[src/rtl/uart_pkg.sv]
`default_nettype none
// ============================================================================
// Module   : uart_pkg
// Brief    : Shared UART state encoding and default frame/timing constants.
// Revision : 1.0
// ============================================================================
package uart_pkg;

    localparam int CLKS_PER_BIT_DEF = 10416;
    localparam int DATA_BITS_DEF    = 8;

    typedef enum logic [2:0] {
        IDLE   = 3'd0,
        START  = 3'd1,
        DATA   = 3'd2,
        PARITY = 3'd3,
        STOP   = 3'd4
    } uart_state_e;

endpackage
`default_nettype wire

[src/rtl/uart_sync_fifo.sv]
`default_nettype none
// ============================================================================
// Module   : uart_sync_fifo
// Brief    : Single-clock FIFO, head entry presented from the register array.
// Revision : 1.0
// ============================================================================
module uart_sync_fifo #(
    parameter int WIDTH = 8,
    parameter int DEPTH = 4
) (
    input  logic                   i_clk,
    input  logic                   i_rst_n,
    input  logic                   i_push,
    input  logic [WIDTH-1:0]       i_data,
    input  logic                   i_pop,
    output logic [WIDTH-1:0]       o_data,
    output logic                   o_full,
    output logic                   o_empty,
    output logic [$clog2(DEPTH):0] o_level
);

    localparam int               PTR_W    = $clog2(DEPTH);
    localparam logic [PTR_W:0]   FULL_LVL = (PTR_W+1)'(DEPTH);

    logic [WIDTH-1:0] mem_q [DEPTH];
    logic [PTR_W-1:0] wr_ptr_q;
    logic [PTR_W-1:0] rd_ptr_q;
    logic [PTR_W:0]   count_q;
    logic             w_do_push;
    logic             w_do_pop;

    assign o_full    = (count_q == FULL_LVL);
    assign o_empty   = (count_q == '0);
    assign o_level   = count_q;
    assign o_data    = mem_q[rd_ptr_q];
    assign w_do_pop  = i_pop & ~o_empty;
    // A full FIFO still accepts a push when the head leaves in the same cycle.
    assign w_do_push = i_push & (~o_full | w_do_pop);

    always_ff @(posedge i_clk or negedge i_rst_n) begin
        if (!i_rst_n) begin
            wr_ptr_q <= '0;
            rd_ptr_q <= '0;
            count_q  <= '0;
            for (int i = 0; i < DEPTH; i++) begin
                mem_q[i] <= '0;
            end
        end else begin
            if (w_do_push) begin
                mem_q[wr_ptr_q] <= i_data;
                wr_ptr_q        <= wr_ptr_q + 1'b1;
            end
            if (w_do_pop) begin
                rd_ptr_q <= rd_ptr_q + 1'b1;
            end
            case ({w_do_push, w_do_pop})
                2'b10:   count_q <= count_q + 1'b1;
                2'b01:   count_q <= count_q - 1'b1;
                default: count_q <= count_q;
            endcase
        end
    end

endmodule
`default_nettype wire

[src/rtl/uart_rx_deser.sv]
`default_nettype none
// ============================================================================
// Module   : uart_rx_deser
// Brief    : UART receiver (8N1, LSB first) with output FIFO and ready/valid.
//            Define UART_RX_PARITY_EN to add an even-parity bit and o_parity_err.
// Revision : 1.0
// ============================================================================
module uart_rx_deser
    import uart_pkg::*;
#(
    parameter int CLKS_PER_BIT = CLKS_PER_BIT_DEF,
    parameter int DATA_BITS    = DATA_BITS_DEF,
    parameter int FIFO_DEPTH   = 4
) (
    input  logic                        i_clk,
    input  logic                        i_rst_n,
    input  logic                        i_rx,
    output logic [DATA_BITS-1:0]        o_data,
    output logic                        o_valid,
    input  logic                        i_ready,
    output logic                        o_busy,
    output logic [$clog2(FIFO_DEPTH):0] o_level,
    output logic                        o_frame_err,
`ifdef UART_RX_PARITY_EN
    output logic                        o_parity_err,
`endif
    output logic                        o_overflow
);

    localparam int                 CNT_W    = $clog2(CLKS_PER_BIT);
    localparam int                 IDX_W    = (DATA_BITS > 1) ? $clog2(DATA_BITS) : 1;
    localparam logic [CNT_W-1:0]   CNT_LAST = CNT_W'(CLKS_PER_BIT - 1);
    localparam logic [CNT_W-1:0]   CNT_HALF = CNT_W'(CLKS_PER_BIT / 2 - 1);
    localparam logic [IDX_W-1:0]   IDX_LAST = IDX_W'(DATA_BITS - 1);

    logic                 sync1_q, sync2_q;
    uart_state_e          state_q, state_d;
    logic [CNT_W-1:0]     cnt_q, cnt_d;
    logic [IDX_W-1:0]     bit_idx_q, bit_idx_d;
    logic [DATA_BITS-1:0] shift_q, shift_d;
    logic                 frame_err_q, overflow_q;
    logic                 w_rx_s, w_mid, w_push, w_frame_err, w_pop, w_full, w_empty;
`ifdef UART_RX_PARITY_EN
    logic                 par_bad_q, par_bad_d, parity_err_q, w_parity_err;
`endif

    assign w_rx_s = sync2_q;
    assign w_mid  = (cnt_q == CNT_LAST);
    assign w_pop  = ~w_empty & i_ready;

    always_ff @(posedge i_clk or negedge i_rst_n) begin
        if (!i_rst_n) begin
            sync1_q     <= 1'b1;
            sync2_q     <= 1'b1;
            state_q     <= IDLE;
            cnt_q       <= '0;
            bit_idx_q   <= '0;
            shift_q     <= '0;
            frame_err_q <= 1'b0;
            overflow_q  <= 1'b0;
`ifdef UART_RX_PARITY_EN
            par_bad_q    <= 1'b0;
            parity_err_q <= 1'b0;
`endif
        end else begin
            sync1_q     <= i_rx;
            sync2_q     <= sync1_q;
            state_q     <= state_d;
            cnt_q       <= cnt_d;
            bit_idx_q   <= bit_idx_d;
            shift_q     <= shift_d;
            frame_err_q <= w_frame_err;
            overflow_q  <= w_push & w_full & ~w_pop;
`ifdef UART_RX_PARITY_EN
            par_bad_q    <= par_bad_d;
            parity_err_q <= w_parity_err;
`endif
        end
    end

    always_comb begin
        state_d     = state_q;
        cnt_d       = (state_q == IDLE || w_mid) ? '0 : cnt_q + 1'b1;
        bit_idx_d   = bit_idx_q;
        shift_d     = shift_q;
        w_push      = 1'b0;
        w_frame_err = 1'b0;
`ifdef UART_RX_PARITY_EN
        par_bad_d    = par_bad_q;
        w_parity_err = 1'b0;
`endif
        case (state_q)
            IDLE: begin
                bit_idx_d = '0;
                if (!w_rx_s) state_d = START;
            end
            // Restarting the counter at the half-bit point moves every later
            // sample to mid-bit.
            START: begin
                if (cnt_q == CNT_HALF) begin
                    cnt_d   = '0;
                    state_d = w_rx_s ? IDLE : DATA;
                end
            end
            DATA: begin
                if (w_mid) begin
                    shift_d = {w_rx_s, shift_q[DATA_BITS-1:1]};
                    if (bit_idx_q == IDX_LAST) begin
                        bit_idx_d = '0;
`ifdef UART_RX_PARITY_EN
                        state_d   = PARITY;
`else
                        state_d   = STOP;
`endif
                    end else begin
                        bit_idx_d = bit_idx_q + 1'b1;
                    end
                end
            end
`ifdef UART_RX_PARITY_EN
            PARITY: begin
                if (w_mid) begin
                    par_bad_d = w_rx_s ^ (^shift_q);
                    state_d   = STOP;
                end
            end
`endif
            STOP: begin
                if (w_mid) begin
                    state_d = IDLE;
                    if (w_rx_s) begin
`ifdef UART_RX_PARITY_EN
                        w_push = ~par_bad_q;
`else
                        w_push = 1'b1;
`endif
                    end else begin
                        w_frame_err = 1'b1;
                    end
`ifdef UART_RX_PARITY_EN
                    w_parity_err = par_bad_q;
`endif
                end
            end
            default: state_d = IDLE;
        endcase
    end

    uart_sync_fifo #(
        .WIDTH (DATA_BITS),
        .DEPTH (FIFO_DEPTH)
    ) u_fifo (
        .i_clk   (i_clk),
        .i_rst_n (i_rst_n),
        .i_push  (w_push),
        .i_data  (shift_q),
        .i_pop   (w_pop),
        .o_data  (o_data),
        .o_full  (w_full),
        .o_empty (w_empty),
        .o_level (o_level)
    );

    assign o_valid     = ~w_empty;
    assign o_busy      = (state_q != IDLE);
    assign o_frame_err = frame_err_q;
    assign o_overflow  = overflow_q;
`ifdef UART_RX_PARITY_EN
    assign o_parity_err = parity_err_q;
`endif

endmodule
`default_nettype wire

[config.mk]
export PLATFORM = sky130hd
export DESIGN_NAME = uart_rx_deser
export DESIGN_NICKNAME = d
export VERILOG_FILES = /design/src/rtl/uart_pkg.sv /design/src/rtl/uart_sync_fifo.sv /design/src/rtl/uart_rx_deser.sv
export SDC_FILE = /design/constraint.sdc
export NUM_CORES = 1
export LEC_CHECK = 0
export CORE_MARGIN = 5
export CORE_UTILIZATION = 53
export DETAILED_ROUTE_END_ITERATION = 8
export PLACE_DENSITY = 0.72
export SYNTH_ARGS = -nofsm -noshare
export SYNTH_HDL_FRONTEND = slang
export SYNTH_SLANG_ARGS = --single-unit
[constraint.sdc]
create_clock -name i_clk -period 2.3 [get_ports i_clk]
set_input_delay 0.23 -clock i_clk [delete_from_list [all_inputs] [get_ports i_clk]]
set_output_delay 0.23 -clock i_clk [all_outputs]
set_load 0.02 [all_outputs]
==> flow_summary_export.csv, run 1 <==
group,metric,value,unit
synth,synth-seq-cells,71,
power_and_ir_drop,p_int,2.25,mW
sta,period_needed,2130,ps
global_routing,antenna_found_initial,0,
power_and_ir_drop,sequentialPowerShare,46.8,%
sta,setup_tns,0,ps
finish,nFillCells,468,
finish,final_cells,360,
cts,cts_buffers,9,
synth,synth_edf_count,0,
global_routing,grt_max_degree,72,
outcome,status,"completed",
synth,avgSynthCellArea,13.6,µm²
place,gp_congestion,0.778,
synth,synth-simple-area-share,13.5,%
place,placed_area,3640,µm²
finish,nets,293,
global_routing,grt-ovfl-total,0,
synth,synth_adder_area_share,3.63,%
global_routing,track_usage,16.1,%
critical_path,worstSetupPathType,"reg -> out",
cts,root_buffer,"clkbuf_8",
finish,final_common_cell,"dfrtp_1",
place,placedCellCount,343,
place,port_buffers,18,
routing,drt-wirelength-per-cell,15.7,µm
power_and_ir_drop,p_sw_share,23.7,%
synth,postSynthCellCount,244,
cts,cts_buffer_depth,2,
routing,drtIter0Drc,49,
sta,min_period_over_period,92.5,%
power_and_ir_drop,power.density,757,nW/µm²
critical_path,crit_arrival,1900,ps
floorplan,die_h,89.0,µm
synth,synth_seq_area_share,53.7,%
cts,htree_levels,3,
critical_path,slowest_stage,"clkdlybuf4s50_1",
routing,vias_per_cell,5.43,
global_routing,grt_pass1_vias,2034,
finish,n_antenna_cell,0,
routing,dr.pass1.iters,4,
synth,syn_nets,257,
sta,worst_pin_slew,485,ps
sta,max_freq,470,MHz
power_and_ir_drop,power_switching,0.697,mW
cts,cts_resized,0,
routing,vias,1956,
floorplan,core,5990,µm²
finish,drive_gt1_share,29.5,%
floorplan,fp.dieW,89.0,µm
critical_path,cp.required,2070,ps
critical_path,max_stage_delay,550,ps
sta,rsz0062_at_grt,"no",
cts,clk_latency,330,ps
floorplan,start_util,55.3,%
finish,area_growth,17.6,%
sta,slew_viol_final,0,
critical_path,worst_setup_path_start_kind,"flop",
power_and_ir_drop,p_comb_share,14.2,%
finish,fin_area,3890,µm²
power_and_ir_drop,pwr-share-clk,39.0,%
critical_path,crit_chain,"buf_4, mux4_2, clkdlybuf4s50_1",
sta,hold_violations,0,
synth,synth_compound_area_share,1.32,%
synth,synth_flop_cell,"dfrtp_1",
min_path,hold_path_class,"in -> reg",
finish,mostFrequentLayoutCells,"69 x dfrtp_1, 32 x mux2_2, 25 x nor2_1",
critical_path,r2r_slack,180,ps
finish,utilization,65.0,%
synth,yosysUniqueCellTypes,42,
synth,synth-async-reset-ratio,100,%
global_routing,grt_first_pass_wirelength,9.66,mm
job,drv_cap,0,
sta,hold_ws,307,ps
sta,setup_viol,0,
sta,max-slew-margin-rel,67.3,%
synth,synth_top_family_by_area,"multiplexers",
routing,ant_nets,0,
synth,muxShareOfSynthArea,21.1,%
power_and_ir_drop,power.leakage,1.84,nW
power_and_ir_drop,peakVddDrop,440,µV
floorplan,die_area,7930,µm²
critical_path,endpoint_kind,"primary output",
synth,yosys.area_share.xor_xnor,4.76,%
cts,clock-sinks,71,
cts,cts.clk_slew.worst_paths,70,ps
floorplan,io-pin-count,19,
cts,tritoncts,"built",
critical_path,cp_max_fo,5,
synth,synth_area,3310,µm²
routing,wl,5.64,mm
routing,remaining_drc_errors,0,
synth,ys.warnings.count,0,
place,hpwl,3.97,mm
sta,fin_worst_skew,9.19,ps
floorplan,num_rows,28,
-- final timing paths --
path | from | end | depth (start not counted)
worst min register to register | sync1_q | sync2_q | 0
min in group asynchronous | i_rst_n | u_fifo.mem_q[24] | 3
worst max register to register | cnt_q[0] | u_fifo.o_level[2] | 10
max in group asynchronous | i_rst_n | sync2_q | 3
worst min-delay path | i_rx | sync1_q | 1
worst max-delay path | u_fifo.rd_ptr_q[0] | o_data[5] | 3
-- Yosys cell counts (4+ instances only) --
master   instances  area share [%]
nand3_1          4            0.60
mux2_1           5             1.7
mux2_2          32              11
dfrtp_1         69              52
ha_1             8             3.0
inv_1            9             1.0
mux2_4           4             1.8
nand4_1          5            0.94
xor2_1           9             2.4
nand2_1         11             1.2
mux4_2           8             5.4
mux2i_1          4             1.2
xnor2_1          9             2.4
nor2_1          25             2.8
-- state kept, by name (all words and copies together), names as in the netlist, 2 cells and up --
name / cells
u_fifo.wr_ptr_q: 2
cnt_q: 14
shift_q: 8
u_fifo.mem_q: 32
state_q: 3
u_fifo.o_level: 3
u_fifo.rd_ptr_q: 2
bit_idx_q: 3
-- per-layer routing --
layer / global-route usage (%) / wire length (µm) / vias up
met2: 27.3 / 2970 / 25
li1: - / - / 943
met3: 4.79 / 170 / 6
met4: 6.09 / 64 / 0
met1: 19.6 / 2440 / 982
met5: 0 / 0 / -
-- worst max-delay path, delay by kind of cell, from the launching register on --
| family | cells | cell delay (ps) |
|---|---|---|
| buffers and inverters | 2 | 710 |
| muxes | 1 | 510 |
| DFF | 1 | 340 |
-- power groups by stage --
stage | clock network [mW] | logic, mW | registers [mW]
CTS | 1.18 | 0.428 | 1.38
detailed placement | 0 | 0.426 | 1.40
finish | 1.15 | 0.419 | 1.38
global placement | 0 | 0.417 | 1.40
floorplan | 0 | 0.256 | 1.39
global route | 1.25 | 0.461 | 1.38
-- cell families (layout without fill, tap and decap cells) --
| logic type | count (synthesis) | after routing |
|---|---|---|
| multiplexers | 53 | 53 |
| XOR/XNOR | 18 | 18 |
| buffers and inverters | 13 | 54 |
| AND/OR/NAND/NOR | 74 | 74 |
| AO/OA/AOI/OAI | 6 | 6 |
| adder cells (fa/ha/maj) | 9 | 9 |
| flip-flops | 71 | 71 |
-- per-stage QoR --
| stage | setup WS, ps | power, mW |
|---|---|---|
| floorplan | 25.4 | 1.65 |
| global placement | 110 | 1.82 |
| detailed placement | 44.4 | 1.83 |
| CTS | 140 | 2.99 |
| global route | 27.0 | 3.10 |
| finish | 172 | 2.94 |
-- final cells by class --
| cell class | count | area, µm² | share of cell area (%) |
|---|---|---|---|
| multi-input cells | 160 | 1470 | 37.8 |
| clock inverters | 2 | 60.1 | 1.54 |
| flip-flops and latches | 71 | 1780 | 45.7 |
| clock buffers | 14 | 183 | 4.69 |
| inverters | 9 | 33.8 | 0.868 |
| repair buffers | 29 | 273 | 7.01 |
| well taps | 75 | 93.8 | 2.41 |
-- what timing repair did --
action | in CTS | in global routing
endpoints found under the hold margin | 69 | 0
buffers inserted | 0 | 0
hold buffers | 1 | 0
Note: power is estimated with default switching activity, not from simulation.
==> run 2, diff against run 1 <==
--- a/config.mk
+++ b/config.mk
@@ -9,2 +9,3 @@
 export CORE_UTILIZATION = 53
+export CTS_CLUSTER_DIAMETER = 50
 export DETAILED_ROUTE_END_ITERATION = 8
==> constraint.sdc (replaced) <==
create_clock -name i_clk -period 2.3 [get_ports i_clk]
set_input_delay 0.46 -clock i_clk [delete_from_list [all_inputs] [get_ports i_clk]]
set_output_delay 0.46 -clock i_clk [all_outputs]
set_load 0.02 [all_outputs]
==> flow_summary_export.csv, run 2 (same netlist as run 1, synthesis figures left out) <==
group,metric,value,unit
routing,remaining_drc_errors,0,
routing,vias_per_cell,5.38,
cts,clock-sinks,71,
critical_path,slowest_stage,"mux4_2",
finish,nets,295,
floorplan,start_util,55.3,%
min_path,hold_path_class,"in -> async",
routing,drtIter0Drc,61,
routing,dr.pass1.iters,4,
sta,fin_worst_skew,9.52,ps
routing,wl,5.89,mm
sta,min_period_over_period,94.9,%
place,hpwl,3.87,mm
critical_path,crit_arrival,1720,ps
floorplan,io-pin-count,19,
critical_path,reg2reg_depth,10,
critical_path,cp.required,1840,ps
global_routing,track_usage,16.6,%
global_routing,antenna_found_initial,0,
global_routing,grt-ovfl-total,0,
sta,slew_viol_final,0,
finish,final_common_cell,"dfrtp_1",
critical_path,max_stage_delay,510,ps
job,drv_cap,0,
place,gp_congestion,0.775,
routing,ant_nets,0,
floorplan,num_rows,28,
sta,max_freq,458,MHz
sta,max-slew-margin-rel,66.4,%
critical_path,crit_family,"multiplexers",
floorplan,core,5990,µm²
critical_path,cp_max_fo,10,
cts,postCtsHoldBufs,0,
global_routing,grt_first_pass_wirelength,9.82,mm
cts,tritoncts,"built",
sta,setup_tns,0,ps
power_and_ir_drop,power.density,723,nW/µm²
power_and_ir_drop,power.leakage,1.86,nW
critical_path,worst_setup_path_start_kind,"flop",
finish,largest_register_ffs,32,
cts,cts_buffer_depth,2,
cts,cts.clk_slew.worst_paths,70,ps
sta,worst_pin_slew,502,ps
finish,top_regs,"u_fifo.mem_q: 32 flops, cnt_q: 14 flops, shift_q: 8 flops",
cts,root_buffer,"clkbuf_8",
outcome,status,"completed",
finish,top_register,"u_fifo.mem_q",
finish,fin_area,3870,µm²
critical_path,endpoint_kind,"primary output",
sta,hold_violations,0,
floorplan,die_area,7930,µm²
global_routing,grt_max_degree,72,
floorplan,fp.dieW,89.0,µm
routing,drt-wirelength-per-cell,16.3,µm
critical_path,crit_chain,"buf_12, mux4_2, dlygate4sd2_1",
global_routing,grt_pass1_vias,2036,
place,preCtsSetupSlack,-137,ps
cts,htree_levels,3,
finish,n_antenna_cell,0,
cts,cts_buffers,9,
finish,mostFrequentLayoutCells,"69 x dfrtp_1, 32 x mux2_2, 25 x nor2_1",
place,placed_area,3670,µm²
sta,hold_ws,118,ps
sta,setup_ws,118,ps
critical_path,cp.depth,3,
critical_path,crit_buf_inv,2,
cts,clk_latency,340,ps
power_and_ir_drop,peakVddDrop,591,µV
finish,drive_gt1_share,31.4,%
routing,vias,1947,
floorplan,die_h,89.0,µm
finish,area_growth,16.9,%
critical_path,worstSetupPathType,"reg -> out",
sta,setup_viol,0,
sta,period_needed,2180,ps
sta,rsz0062_at_grt,"no",
place,port_buffers,18,
-- run 2: cell count changes in the layout (fill, tap and decap cells not counted), moves of 2 or more --
cell | previous run | this run
clkdlybuf4s50_1 | 17 | 9
dlygate4sd2_1 | 0 | 8
clkbuf_8 | 13 | 10
clkinv_2 | 0 | 3
buf_4 | 9 | 11
ha_1 | 8 | 6
ha_2 | 0 | 2
-- run 2: per-stage QoR --
step	std cells	util [%]	power (mW)
6_report	362	64.6	2.80
5_1_grt	362	64.6	2.91
4_1_cts	361	64.2	2.82
3_5_place_dp	345	61.2	1.85
3_3_place_gp	345	61.2	1.84
2_1_floorplan	244	-	1.65
-- run 2: worst register-to-register path, delay by kind of cell, from the launching register on --
| kind | cells | cell delay [ps] |
|---|---|---|
| buffers and inverters | 1 | 50 |
| AND/OR/NAND/NOR | 4 | 570 |
| adder cells (fa/ha/maj) | 3 | 700 |
| flip-flops | 1 | 400 |
| XOR/XNOR | 2 | 280 |
-- run 2: final timing paths --
kind / startpoint / endpoint / slack [ps]
max: u_fifo.rd_ptr_q[0] / o_data[5] / 120
min: i_rst_n / u_fifo.mem_q[16] / 120
max reg2reg: cnt_q[0] / u_fifo.o_level[2] / 210
min reg2reg: sync1_q / sync2_q / 360
max in group asynchronous: i_rst_n / sync1_q / 1830
min in group i_clk: sync1_q / sync2_q / 360
-- run 2: report_power, final --
group | internal, mW | switching [mW]
registers | 1.30 | 0.0800
logic | 0.241 | 0.202
clock network | 0.526 | 0.448
-- run 2: layout make-up --
cell class,count,area [µm²]
fill,456,2120
timing repair buffer,31,288
multi-input combinational,160,1480
clock inverter,4,45.0
clock buffer,12,145
sequential,71,1780
tap,75,93.8
inverter,9,33.8
-- run 2: what timing repair did --
item	in CTS	in global routing
setup endpoints to repair	8	1
buffers inserted	0	1
pin swaps	0	1
resized for setup	8	4
-- run 2: metal layers --
layer	track usage [%]	wire length [µm]
met5	0	0
met4	8.12	132
met3	3.41	171
met2	26.7	2830
met1	21.6	2750
